`config.mk`:
```
export PLATFORM = sky130hd
export DESIGN_NAME = ls191_x2
export DESIGN_NICKNAME = d
export VERILOG_FILES = /design/src/rtl/ttl_pkg.sv /design/src/rtl/ls191_if.sv /design/src/rtl/ls191_x2.sv /design/src/rtl/ls191.sv
export SDC_FILE = /design/constraint.sdc
export NUM_CORES = 1
export LEC_CHECK = 0
export CAP_MARGIN = 10
export CORE_MARGIN = 10
export CORE_UTILIZATION = 25
export DETAILED_ROUTE_END_ITERATION = 12
export HOLD_SLACK_MARGIN = 0.15
export SLEW_MARGIN = 15
export SYNTH_ARGS = -nofsm -noshare
export SYNTH_HDL_FRONTEND = slang
export SYNTH_SLANG_ARGS = --single-unit
```
`constraint.sdc`:
```
create_clock -name clk -period 2.26 [get_ports clk]
set_clock_uncertainty 0.1 [all_clocks]
set_input_delay 0.339 -clock clk [delete_from_list [all_inputs] [get_ports clk]]
set_output_delay 0.339 -clock clk [all_outputs]
set_load 0.005 [all_outputs]
```
`src/rtl/ttl_pkg.sv`:
```
// Shared definitions for the TTL counter family: direction encoding and the
// per-direction terminal-count value.
package ttl_pkg;

  localparam logic DIR_UP   = 1'b0;
  localparam logic DIR_DOWN = 1'b1;

  // Terminal count is all-ones when counting up and zero when counting down.
  function automatic logic [31:0] terminal(input logic dir, input int unsigned width);
    if (dir == DIR_DOWN) begin
      return 32'd0;
    end
    if (width >= 32) begin
      return '1;
    end
    return (32'd1 << width) - 32'd1;
  endfunction

endpackage

```
`src/rtl/ls191_if.sv`:
```
// Data/control bundle of one ls191 stage; master drives controls, slave is the counter.
interface ls191_if #(
  parameter int unsigned WIDTH = 4
);
  logic [WIDTH-1:0] din;
  logic             n_load;
  logic             n_cten;
  logic             d_u;
  logic [WIDTH-1:0] q;
  logic             max_min;
  logic             n_rco;

  modport master (
    output din, n_load, n_cten, d_u,
    input  q, max_min, n_rco
  );

  modport slave (
    input  din, n_load, n_cten, d_u,
    output q, max_min, n_rco
  );
endinterface

```
`src/rtl/ls191_x2.sv`:
```
// Two ls191 stages cascaded n_rco -> n_cten to form an 8-bit synchronous counter.
module ls191_x2 (
  input  logic       clk,
  input  logic       n_clr,
  input  logic [7:0] din,
  input  logic       n_load,
  input  logic       n_cten,
  input  logic       d_u,
  output logic [7:0] q,
  output logic       max_min_lo,
  output logic       max_min_hi,
  output logic       n_rco
);

  ls191_if #(.WIDTH(4)) lo_if ();
  ls191_if #(.WIDTH(4)) hi_if ();

  assign lo_if.din    = din[3:0];
  assign lo_if.n_load = n_load;
  assign lo_if.n_cten = n_cten;
  assign lo_if.d_u    = d_u;

  assign hi_if.din    = din[7:4];
  assign hi_if.n_load = n_load;
  assign hi_if.n_cten = lo_if.n_rco;
  assign hi_if.d_u    = d_u;

  ls191 #(.WIDTH(4)) u_lo (
    .clk   (clk),
    .n_clr (n_clr),
    .bus   (lo_if.slave)
  );

  ls191 #(.WIDTH(4)) u_hi (
    .clk   (clk),
    .n_clr (n_clr),
    .bus   (hi_if.slave)
  );

  assign q          = {hi_if.q, lo_if.q};
  assign max_min_lo = lo_if.max_min;
  assign max_min_hi = hi_if.max_min;
  assign n_rco      = hi_if.n_rco;

endmodule

```
`src/rtl/ls191.sv`:
```
// Synchronous up/down binary counter (74LS191 equivalent) with synchronous load
// and combinational terminal-count / ripple-carry outputs.
module ls191
  import ttl_pkg::*;
#(
  parameter int unsigned WIDTH = 4
) (
  input logic    clk,
  input logic    n_clr,
  ls191_if.slave bus
);

  logic [WIDTH-1:0] cnt_q;
  logic [WIDTH-1:0] term;
  logic             max_min;

  always_ff @(posedge clk) begin
    if (!n_clr) begin
      cnt_q <= '0;
    end else if (!bus.n_load) begin
      cnt_q <= bus.din;
    end else if (!bus.n_cten) begin
      if (bus.d_u == DIR_DOWN) begin
        cnt_q <= cnt_q - WIDTH'(1);
      end else begin
        cnt_q <= cnt_q + WIDTH'(1);
      end
    end
  end

  // No clk-low gating on n_rco, unlike the original part.
  assign term        = WIDTH'(terminal(bus.d_u, WIDTH));
  assign max_min     = (cnt_q == term);
  assign bus.q       = cnt_q;
  assign bus.max_min = max_min;
  assign bus.n_rco   = ~(max_min & ~bus.n_cten);

endmodule

```
## Yosys cells after proc, flatten, opt, wreduce, memory -nomap -nowiden

Cells that the tools add are included.

- Register bits after elaboration: 8
- Output and inout bits: 11
- Memory bits (writable): 0
- Bits in read-only memories: 0
- Logic and storage cells: 23
- Bits in latches: 0
- Input bits: 13
- Memories kept: 0

- Bitwise logic cells: 4
- Eq/ne operators: 4
- Add/sub/neg operators: 4
- Shift-type cells: 0
- Magnitude comparators: 0
- Multipliers: 0
- Reduce and logical (&&, ||, !) cells: 0
- Muxes and demuxes: 9
- Divide/modulo/power cells: 0

Operators with widths:

| operator | count |
|---|---|
| $mux W4 | 8 |
| $add A4 B1 Y4 const B | 2 |
| $eq A4 B4 Y1 | 2 |
| $sub A4 B1 Y4 const B | 2 |
| $and A1 B1 Y1 | 2 |
| $ne A2 B1 Y1 const B | 1 |
| $ne A2 B2 Y1 const B | 1 |
| $not A1 Y1 | 2 |
| $mux W1 | 1 |

## Longest topological paths before layout

- Depth in word-level cells: 6
- Mapped depth: 5

## Cells and area by module

A second synthesis with hierarchy kept.

- Cells, all modules: 80
- Area total of the unflattened synthesis: 668.1 um^2

Modules (own cells, without submodules):

| module | area an instance (um^2) | sequential area each (um^2) | times used | cells each |
|---|---|---|---|---|
| ls191 | 334.1 | 80.1 | 2 | 40 |

## Worst setup path before layout

OpenSTA, ideal clock, no wires.

- Path type: input port to flip-flop
- Start point: input d_u
- End point: register u_hi.cnt_q[3] (netlist: u_hi.bus.q[3])
- Library setup time: 91 ps
- Slack: 633 ps
- Data required time: 2069 ps
- Arrival time: 1436 ps
- Stages on the path: 4
- Buffers on the path: 0
- Path through: ha_1 -> a21o_1 -> a2111o_1 -> a311oi_1

- Cells in the longest elaborated chain, start to end: 5
- Elaborated cells between the ends (all ways): 8
- Classes of those cells: eq/ne (2); mux (5); bitwise (1)

RTL lines:

| element | line | source |
|---|---|---|
| start: declaration | ls191_x2.sv:8 | `input logic d_u,` |
| $mux W1 | ttl_pkg.sv:10 | `if (dir == DIR_DOWN) begin` |
| $mux W4 | ttl_pkg.sv:13 | `if (width >= 32) begin` |
| $eq A4 B4 Y1 | ls191.sv:33 | `assign max_min = (cnt_q == term);` |
| $and A1 B1 Y1 | ls191.sv:36 | `assign bus.n_rco = ~(max_min & ~bus.n_cten);` |
| $ne A2 B1 Y1 (no line) | n/a |  |
| end signal: assignment | ls191.sv:21 | `cnt_q <= bus.din;` |
| end signal: assignment | ls191.sv:24 | `cnt_q <= cnt_q - WIDTH'(1);` |
| end signal: assignment | ls191.sv:26 | `cnt_q <= cnt_q + WIDTH'(1);` |
| end: declaration | ls191.sv:13 | `logic [WIDTH-1:0] cnt_q;` |

Several ways; a longest one is shown, not always the timed one. The select of a mux whose other input is x is not followed.
A chain may end at the register's enable or synchronous reset.

## Final worst setup path

- Start point: register u_lo.cnt_q[3] (netlist: u_lo.bus.q[3])
- End point: output n_rco

- Cells in the longest elaborated chain, start to end: 4

RTL lines:

| element | line | source |
|---|---|---|
| start: declaration | ls191.sv:13 |  |
| start signal: assignment | ls191.sv:21 |  |
| start signal: assignment | ls191.sv:24 |  |
| start signal: assignment | ls191.sv:26 |  |
| $eq A4 B4 Y1 | ls191.sv:33 |  |
| $and A1 B1 Y1 (2 in a row) | ls191.sv:36 |  |
| $not A1 Y1 | ls191.sv:36 |  |
| end: declaration | ls191_x2.sv:12 | `output logic n_rco` |

No other way between the ends.

==> results.md <==
- Status: finished, final reports clean
- Row count: 18
- Slew HR: 62.6%
- Die W: 70.2 um
- Core area: between 2000 and 2500 um^2
- Post-Synth Adder-Cell Area: around 14%
- Setup crit end kind: output port
- Worst vdd ir: 0.000275 V
- Slowest cell on the critical path: or3b_4
- Slew Limit Fails: 0
- Total grt overflow: 0
- F_max: around 0.46 GHz
- Vias per cell: 4.84
- R2r startpoint: u_lo.bus.q[1]
- Largest net degree at the start of global routing: 17
- # IOs: 24
- Final worst slack: approximately 110 ps
- Detail Route Antenna Nets: 0
- Top post-synthesis cells by area: dfxtp_1 (25%), ha_1 (7.9%), fa_1 (6.3%)
- Mux share of post-synthesis cell area: 6.35%
- Post-synth top area share: 25.4%
- Num CTS Buffers: 3
- Crit path max-delay family: simple AND/OR/NAND/NOR gates
- CP endpoint: n_rco
- Clk_lat worst skew: ~250 ps
- Initial antenna violation count: 0
- Post-Synth XOR/XNOR Area: between 5 and 6%
- Die area: 4930 um^2
- Synth async-reset ratio: 0%
- Max Cap Viol: 0
- Commonest cells in the netlist: dfxtp_1 (8), a21oi_1 (7), nand2_1 (7)
- Tightest Pin Transition: ~560 ps
- Fraction of the yosys area taken by sequential cells: about a quarter
- Synthesized area per cell: 8.64 um^2
- Setup-failing EPs final: 0
- Flop2flop setup slack: roughly 530 ps
- CP Class: flip-flop to output port
- Main combinational cell family by area after synthesis: compound AO/OA/AOI/OAI gates
- Fin crit share: 95.2%
- Worst reg2reg path depth: 5
- Crit path max fanout: 5
- Post-Syn Nets: 92
- CP Depth: 4
- CTS Sinks: 8
- Setup TNS: 0 ps
- Area delta synth->final: 53.6%
- Yosys cell types: 29
- Synthesis-stage register bit count: 8
- H-Tree Depth: 1
- Worst path required time: 1820 ps
- Router iterations before antenna repair: 4
- Port-buffer cells: 23
- Hpwl dp: roughly 1400 um
- EDFF count, synth: 0
- Routed vias: around 650
- Number of global-route vias before repair: 628
- Max incr delay on CP: 440 ps
- RSZ-0062 raised after global routing: false
- Fillers: about 270
- Share of power burned in registers: between 30% and 40%
- Switching part of the total: 29.4%
- Layout cells sized above 1: between 15 and 20%
- Yosys top cell by area: dfxtp_1
- Most common cell in the netlist: dfxtp_1
- Nets: ~130
- Compound-Gate Fraction of Synth Area: between 20% and 30%
- P per Cell Area: around 460 nW/um^2
- Final wirelength: approximately 1800 um
- Crit path launch type: flip-flop
- Initial drt markers: 7
- RR Endpoint: u_hi.bus.q[3]
- Comb pwr share: 37.1%
- Starting density of the core: 25.9%
- HP Class: flip-flop to flip-flop
- Leakage power total: ~0.38 nW
- Clk buf depth: 2
- Pre-CTS setup slack: -276 ps
- Die H: approximately 70 um
- Worst Setup SP: u_lo.bus.q[3]
- DR DRC count: 0
- Yosys warns: 0
- GRT Total Usage: 7.02%
- Final hold vios: 0
- CTS tree: yes
- Period minus WS final: ~2200 ps
- First-pass GRT wire length: just under 3000 um
- Clock Power Share: 24.7%
- Simple-gate share of the synthesized area: between 20% and 30%
- Switching power: approximately 0.13 mW
- Internal power: 0.311 mW
- Critical Path, Cell by Cell: or3b_4, a21oi_2, nand2_1, clkdlybuf4s50_1
- GPL Wtd Cong: between 0.7 and 0.8
- Mapped cell area: between 600 and 700 um^2
- Root buffer cell: clkbuf_4
- Most used DFF post-synth: dfxtp_1
- Clock-pin slew on the worst setup and hold paths: roughly 60 ps
- Ant. Diodes: 0
- Arrival time at the worst endpoint: roughly 1700 ps
- WP buf/inv: 1
- Total power: 0.441 mW
- Synth Instances: 73
- Util after Layout: 39.8%
- Drt wl/cell: 13.1 um
-- per-stage QoR --
stage | std cells | hold WS (ps) | cell area, um^2
floorplan | 73 | 367 | 631
global placement | 131 | 477 | 947
detailed placement | 131 | 474 | 947
CTS | 134 | 481 | 970
global route | 134 | 542 | 968
finish | 134 | 472 | 968
-- cells by family after synthesis --
family / count (synthesis)
muxes: 4
AOI/OAI and AO/OA: 22
xor gates and xnor gates: 4
and+or+nand+nor: 21
DFF: 8
adders and majority gates: 6
buffers and inverters: 8
-- worst min-delay path: cells and delay by family (launching register included) --
kind,cells,cell delay (ps)
AOI/OAI and AO/OA,1,80
muxes,1,120
DFF,1,320
-- power by group through the flow --
stage / clock, mW / sequential, mW / combinational, mW
2_1_floorplan: 0 / 0.169 / 0.0800
3_3_place_gp: 0 / 0.172 / 0.160
3_5_place_dp: 0 / 0.171 / 0.164
4_1_cts: 0.113 / 0.168 / 0.165
5_1_grt: 0.126 / 0.170 / 0.181
6_report: 0.109 / 0.168 / 0.164
-- layer usage --
layer  up-vias  GRT usage [%]  part of all wire [%]
met1       296           7.75                    48
met4         0           1.97                  0.29
met3         2           4.38                   8.6
li1        329              -                     -
met2        21           10.9                    43
met5         -              0                     0
-- timing repair --
| action | CTS | global route |
|---|---|---|
| hold buffers | 0 | 0 |
| pin swaps | 0 | 0 |
| setup endpoints to repair | 3 | 2 |
| gates resized for setup | 2 | 2 |
| buffers inserted | 0 | 0 |
-- layout by cell type, fill, tap and decap left out, drive strengths merged --
| master | instances |
|---|---|
| clkdlybuf4s50 | 22 |
| buf | 8 |
| dfxtp | 8 |
| a21oi | 8 |
| nand2 | 7 |
| inv | 5 |
| o21ai | 5 |
| mux2i | 4 |
| ha | 4 |
| clkbuf | 4 |
| nor2b | 3 |
| xnor2 | 3 |
| nand3b | 2 |
| nand3 | 2 |
| a211o | 2 |
| nand4b | 2 |
| fa | 2 |
| or2b | 1 |
| o22ai | 1 |
| and3 | 1 |
| or3b | 1 |
| and3b | 1 |
| a31o | 1 |
| nor3b | 1 |
| a21o | 1 |
| a2111o | 1 |
| a311oi | 1 |
| xor2 | 1 |
| o211ai | 1 |
| o211a | 1 |
-- flip-flops by register name, summed over array words and instances, names as in the netlist --
name / flops
u_hi.bus.q: 4
u_lo.bus.q: 4
-- worst min-delay path by stage --
| stage | slack [ps] | to | cells past startpoint | startpoint |
|---|---|---|---|---|
| floorplan | 370 | u_lo.bus.q[0] | 1 | n_clr |
| global placement | 480 | u_hi.bus.q[2] | 2 | u_hi.bus.q[2] |
| detailed placement | 470 | u_hi.bus.q[2] | 2 | u_hi.bus.q[2] |
| CTS | 480 | u_hi.bus.q[2] | 2 | u_hi.bus.q[2] |
| global route | 540 | u_hi.bus.q[2] | 2 | u_hi.bus.q[2] |
| finish | 470 | u_hi.bus.q[2] | 2 | u_hi.bus.q[2] |
-- layout make-up --
type | count | area [um^2] | share of cell area, %
Sequential cell | 8 | 160 | 16.5
Inverter | 5 | 18.8 | 1.94
Clock buffer | 3 | 22.5 | 2.33
Timing Repair Buffer | 31 | 285 | 29.5
Multi-Input combinational cell | 57 | 444 | 45.9
Tap cell | 30 | 37.5 | 3.88
(Power assumes the default switching activity.)
